$ cat src/rtl/vga_pkg.sv
// XGA 1024x768@60 timing constants and count type, shared by the timing generator and drawing modules.
// All values are in pixel clocks (horizontal) or lines (vertical).
package vga_pkg;

  typedef logic [10:0] vga_cnt_t;

  localparam vga_cnt_t H_ACTIVE = 11'd1024;
  localparam vga_cnt_t H_FP     = 11'd24;
  localparam vga_cnt_t H_SYNC   = 11'd136;
  localparam vga_cnt_t H_BP     = 11'd160;
  localparam vga_cnt_t H_TOTAL  = H_ACTIVE + H_FP + H_SYNC + H_BP;

  localparam vga_cnt_t V_ACTIVE = 11'd768;
  localparam vga_cnt_t V_FP     = 11'd3;
  localparam vga_cnt_t V_SYNC   = 11'd6;
  localparam vga_cnt_t V_BP     = 11'd29;
  localparam vga_cnt_t V_TOTAL  = V_ACTIVE + V_FP + V_SYNC + V_BP;

  // Derived terminal counts and inclusive sync windows.
  localparam vga_cnt_t H_LAST       = H_TOTAL - 11'd1;
  localparam vga_cnt_t V_LAST       = V_TOTAL - 11'd1;
  localparam vga_cnt_t H_SYNC_START = H_ACTIVE + H_FP;
  localparam vga_cnt_t H_SYNC_END   = H_SYNC_START + H_SYNC - 11'd1;
  localparam vga_cnt_t V_SYNC_START = V_ACTIVE + V_FP;
  localparam vga_cnt_t V_SYNC_END   = V_SYNC_START + V_SYNC - 11'd1;

endpackage

$ cat src/rtl/vga_init_if.sv
// Pixel position and active-high sync/blank flags handed from the timing generator to the drawing chain.
interface vga_init_if;

  logic [10:0] hcount;
  logic [10:0] vcount;
  logic        hsync;
  logic        vsync;
  logic        hblnk;
  logic        vblnk;

  modport out (output hcount, vcount, hsync, vsync, hblnk, vblnk);
  modport in  (input  hcount, vcount, hsync, vsync, hblnk, vblnk);

endinterface

$ cat src/rtl/vga_timing.sv
// XGA raster generator: cascaded h/v counters with zero-skew registered flags, sof pulse and frame counter.
// One-cycle latency from en; en=0 freezes every output, stretching a pending sof.
module vga_timing
  import vga_pkg::*;
(
  input  logic        clk,
  input  logic        rst,
  input  logic        en,
  vga_init_if.out     vga_out,
  output logic        sof,
  output logic [15:0] frame_cnt
);

  vga_cnt_t    hcount_q, vcount_q;
  vga_cnt_t    hcount_d, vcount_d;
  logic        hsync_q, vsync_q, hblnk_q, vblnk_q;
  logic        hsync_d, vsync_d, hblnk_d, vblnk_d;
  logic        sof_q;
  logic [15:0] frame_cnt_q;
  logic        h_wrap, v_wrap, frame_wrap;

  // Flags decode the next counter values so they land in the same register stage as the counts.
  always_comb begin
    h_wrap     = (hcount_q == H_LAST);
    v_wrap     = (vcount_q == V_LAST);
    frame_wrap = h_wrap && v_wrap;

    hcount_d = hcount_q + 11'd1;
    vcount_d = vcount_q;
    if (h_wrap) begin
      hcount_d = '0;
      vcount_d = v_wrap ? '0 : vcount_q + 11'd1;
    end

    hblnk_d = (hcount_d >= H_ACTIVE);
    hsync_d = (hcount_d >= H_SYNC_START) && (hcount_d <= H_SYNC_END);
    vblnk_d = (vcount_d >= V_ACTIVE);
    vsync_d = (vcount_d >= V_SYNC_START) && (vcount_d <= V_SYNC_END);
  end

  always_ff @(posedge clk or posedge rst) begin
    if (rst) begin
      hcount_q    <= '0;
      vcount_q    <= '0;
      hsync_q     <= 1'b0;
      vsync_q     <= 1'b0;
      hblnk_q     <= 1'b0;
      vblnk_q     <= 1'b0;
      sof_q       <= 1'b0;
      frame_cnt_q <= '0;
    end else if (en) begin
      hcount_q <= hcount_d;
      vcount_q <= vcount_d;
      hsync_q  <= hsync_d;
      vsync_q  <= vsync_d;
      hblnk_q  <= hblnk_d;
      vblnk_q  <= vblnk_d;
      sof_q    <= frame_wrap;
      if (frame_wrap) begin
        frame_cnt_q <= frame_cnt_q + 16'd1;
      end
    end
  end

  assign vga_out.hcount = hcount_q;
  assign vga_out.vcount = vcount_q;
  assign vga_out.hsync  = hsync_q;
  assign vga_out.vsync  = vsync_q;
  assign vga_out.hblnk  = hblnk_q;
  assign vga_out.vblnk  = vblnk_q;
  assign sof            = sof_q;
  assign frame_cnt      = frame_cnt_q;

endmodule

$ cat src/flat_wrapper.sv
// flat-port wrapper written by rule: the top's interface ports become plain ports
module vga_timing_flat import vga_pkg::*;
  (clk, rst, en, sof, frame_cnt, vga_out_hcount, vga_out_vcount, vga_out_hsync, vga_out_vsync, vga_out_hblnk, vga_out_vblnk);
  vga_init_if vga_out_i ();
  input  logic clk;
  input  logic rst;
  input  logic en;
  output logic sof;
  output logic [15:0] frame_cnt;
  output wire logic [$bits(vga_out_i.hcount)-1:0] vga_out_hcount;
  output wire logic [$bits(vga_out_i.vcount)-1:0] vga_out_vcount;
  output wire logic [$bits(vga_out_i.hsync)-1:0] vga_out_hsync;
  output wire logic [$bits(vga_out_i.vsync)-1:0] vga_out_vsync;
  output wire logic [$bits(vga_out_i.hblnk)-1:0] vga_out_hblnk;
  output wire logic [$bits(vga_out_i.vblnk)-1:0] vga_out_vblnk;
  assign vga_out_hcount = vga_out_i.hcount;
  assign vga_out_vcount = vga_out_i.vcount;
  assign vga_out_hsync = vga_out_i.hsync;
  assign vga_out_vsync = vga_out_i.vsync;
  assign vga_out_hblnk = vga_out_i.hblnk;
  assign vga_out_vblnk = vga_out_i.vblnk;
  vga_timing u_core (.clk(clk), .rst(rst), .en(en), .vga_out(vga_out_i), .sof(sof), .frame_cnt(frame_cnt));
endmodule
$ cat config.mk
export PLATFORM = sky130hd
export DESIGN_NAME = vga_timing_flat
export DESIGN_NICKNAME = d
export VERILOG_FILES = /design/src/rtl/vga_pkg.sv /design/src/rtl/vga_init_if.sv /design/src/rtl/vga_timing.sv /design/src/flat_wrapper.sv
export SDC_FILE = /design/constraint.sdc
export NUM_CORES = 1
export LEC_CHECK = 0
export ABC_AREA = 1
export CAP_MARGIN = 40
export CORE_ASPECT_RATIO = 0.6
export CORE_UTILIZATION = 59
export CTS_BUF_LIST = sky130_fd_sc_hd__clkbuf_8
export DETAILED_ROUTE_END_ITERATION = 10
export PLACE_DENSITY = 0.88
export SYNTH_ARGS = -nofsm -noshare
export SYNTH_HDL_FRONTEND = slang
export SYNTH_SLANG_ARGS = --single-unit
$ cat constraint.sdc
create_clock -name clk -period 4.2 [get_ports clk]
set_input_delay 0.84 -clock clk [delete_from_list [all_inputs] [get_ports clk]]
set_output_delay 0.84 -clock clk [all_outputs]
set_load 0.05 [all_outputs]
==> key figures <==
Worst setup path
  • CP bufs+invs: 1
  • Critical Path RT: 3.36 ns
  • Crit path DAT: 1.68 ns
  • Max FO, Critical Path: 8
  • Worst Setup End Kind: output port
  • Worst reg2reg path startpoint: u_core.vga_out.vcount[0]
  • Ordered list of cells on the worst path: clkdlybuf4s50_1
  • CP Class: flop to output port
  • CP Launch Point: u_core.vga_out.hcount[8]
  • Worst setup SP type: flop
  • Crit-path slowest cell: clkdlybuf4s50_1
  • Largest stage delay, worst path: 0.88 ns
  • Delay-heaviest family, CP: buffers and inverters

Floorplan
  • Total die area: 4700 um^2
  • Die Ht: 53.5 um
  • Chip Width: 87.9 um
  • I/O Pins: 46
  • Initial Utilization: 0.626
  • Standard cell core area: 4170 um^2
  • FP Rows: 18

Detailed routing
  • Routed length on met2: 2.83 mm
  • DRT iter0 DRCs: 221
  • Post-route ant nets: 0
  • Wl on met1: 2.86 mm
  • Routed len/inst: 14.2 um
  • Highest routed metal layer: met4
  • Met3 WL post-DR: 591 um
  • Total wire length: 6.42 mm
  • 1st-pass router iterations: 5
  • Vias: 2512
  • Vias per cell: 5.55
  • DRC Markers: 0

Worst hold path
  • Worst Min Path Start: u_core.sof
  • Hold Crit Class: flop to flop

Power
  • Leakage: 1.56 nW
  • Pwr dens: 409 nW/um^2
  • VDD IR max: 359 uV

Global routing
  • Grt ovf: 0
  • Initial antenna violation count: 0
  • Tot GR Track Use: 0.296
  • Vias in the first global route: 2247
  • Largest net degree at the start of global routing: 44
  • Global-route wire length before repair: 10.4 mm

CTS
  • Root Driver: clkbuf_8
  • CTS Hold Bufs: 0
  • TritonCTS Buffers: 5
  • CTS max path bufs: 2
  • Post-CTS Resized: 0
  • Worst-path clk slew: 0.08 ns
  • # Post-CTS Setup Buffers: 0
  • Clock Latency Late Sink: 0.30 ns
  • CTS tree: done
  • H-tree Lvls: 2
  • TritonCTS Sinks: 43

Timing
  • Peak Freq: 0.397 GHz
  • Unrepaired setup endpoints after global routing: false
  • Final hold violation count: 0
  • Final period util: 0.600
  • Setup TNS: 0 ns
  • Worst hold slack: 0.484 ns
  • Clock period minus worst slack: 2.52 ns
  • Fin. max-slew vios: 0
  • Skew final: 0.0103 ns
  • Worst slew margin: 0.629
  • Final setup viols: 0
  • Worst-Margin Slew: 0.556 ns

Logic synthesis
  • Synth cell types: 30
  • EDFF count, synth: 0
  • Register area share after synthesis: 0.412
  • Main flop type after synthesis: dfrtp_1
  • Ys Warns: 0
  • Synth Instances: 343
  • Synth Area per Inst: 7.61 um^2
  • Share of async-settable or async-resettable flops after synthesis: 1.00
  • #FFs+latches synth: 43
  • Syn_nets: 351
  • Post-Syn Area: 2610 um^2

Final layout
  • Layout cells sized above 1: 0.107
  • Ant. Diodes: 0
  • Nets: 401
  • Layout area overhead: 23.3%

Place
  • Hpwl dp: 4.56 mm
  • Final Wtd Congestion: 0.891
  • IO Port Bufs: 45

Status
  • Status: complete, no violations

Flow run
  • Max-Cap Viols: 0
registers in the layout, summed over array words and instances, names as in the netlist:
signal / count
u_core.vga_out.vsync: 1
u_core.vga_out.hcount: 11
u_core.frame_cnt: 16
u_core.sof: 1
u_core.vga_out.vblnk: 1
u_core.vga_out.vcount: 11
u_core.vga_out.hsync: 1
u_core.vga_out.hblnk: 1
kinds of logic after synthesis:
group / count (synthesis) / share of synthesized area
flops: 43 / 0.412
fa+ha+maj: 5 / 0.0240
xor+xnor: 14 / 0.0499
compound gates: 38 / 0.0781
buf+inv: 46 / 0.0690
simple gates: 197 / 0.367
cell usage in the layout (no fill, tap or decap), drive strengths merged, types with 2 or more instances in the layout:
master / Yosys / routed
clkdlybuf4s50: 0 / 45
o21a: 2 / 2
nand3b: 2 / 2
o21ai: 27 / 27
inv: 40 / 40
clkinv: 1 / 2
a21oi: 8 / 8
nor2: 43 / 43
nand2: 108 / 108
buf: 1 / 3
xnor2: 5 / 5
clkbuf: 4 / 6
nand3: 32 / 32
dfrtp: 43 / 43
ha: 5 / 5
xor2: 9 / 9
nand4: 9 / 9
final timing paths:
kind | cells past startpoint | end | slack (ns)
hold reg to reg | 1 | u_core.sof | 0.48
setup reg to reg | 11 | u_core.vga_out.vsync | 2.00
max in group asynchronous | 3 | u_core.vga_out.hcount[7] | 2.83
hold / removal | 1 | u_core.sof | 0.48
min in group asynchronous | 3 | u_core.vga_out.vcount[2] | 0.99
setup / recovery | 1 | vga_out_hcount[8] | 1.68
Yosys cell counts, types with 4 or more instances:
cell	n	share of area
a21oi_1	8	0.015
dfrtp_1	43	0.41
ha_1	5	0.024
xor2_1	9	0.030
nand3_1	28	0.054
nand3_2	4	0.015
nand2_1	101	0.15
o21ai_0	21	0.040
nor2_4	10	0.043
o21ai_1	4	0.0077
nand2_2	4	0.0096
xnor2_1	4	0.013
nor2_1	30	0.043
clkbuf_1	4	0.0058
nand4_1	8	0.019
inv_1	37	0.053
report_power, final:
| part | switching (W) | total [W] | internal (W) |
|---|---|---|---|
| Clock | 0.000141 | 0.000271 | 0.000129 |
| Sequential | 0.0000804 | 0.000544 | 0.000463 |
| Combinational | 0.000343 | 0.000503 | 0.000160 |
layout make-up:
cell class              count  area [um^2]
clock inverters             1         5.00
clock buffers               6         82.6
multi-input cells         254         1350
repair buffers             48          473
well taps                  60         75.1
inverters                  41          154
fillers                   297          947
flip-flops and latches     43         1080
worst reg2reg max path, stage by stage, from the launching register on:
cell and delay [ns]:
dfrtp_1 0.49, ha_1 0.30, nand3_1 0.12, nor2_1 0.21, nand2_1 0.14, nor2_2 0.23, nand3_1 0.14, nand2_1 0.11
nand2_1 0.06, nor2_1 0.15, nand3_1 0.13, nand2_1 0.08
layer usage:
metal	vias to the layer above	global-route usage
li1	1198	-
met1	1155	0.423
met2	137	0.450
met3	22	0.0640
met4	0	0.0956
met5	-	0
stage by stage:
stage / util / power, W / instance area, um^2 / worst slack, ns / cells
detailed placement: 0.752 / 0.00105 / 3130 / 1.76 / 446
global route: 0.773 / 0.00138 / 3220 / 1.63 / 453
global placement: 0.752 / 0.00103 / 3130 / 1.82 / 446
floorplan: - / 0.000886 / 2610 / 2.04 / 343
CTS: 0.773 / 0.00132 / 3220 / 1.68 / 453
finish: 0.773 / 0.00132 / 3220 / 1.68 / 453
Note: power is estimated with default switching activity, not from simulation.
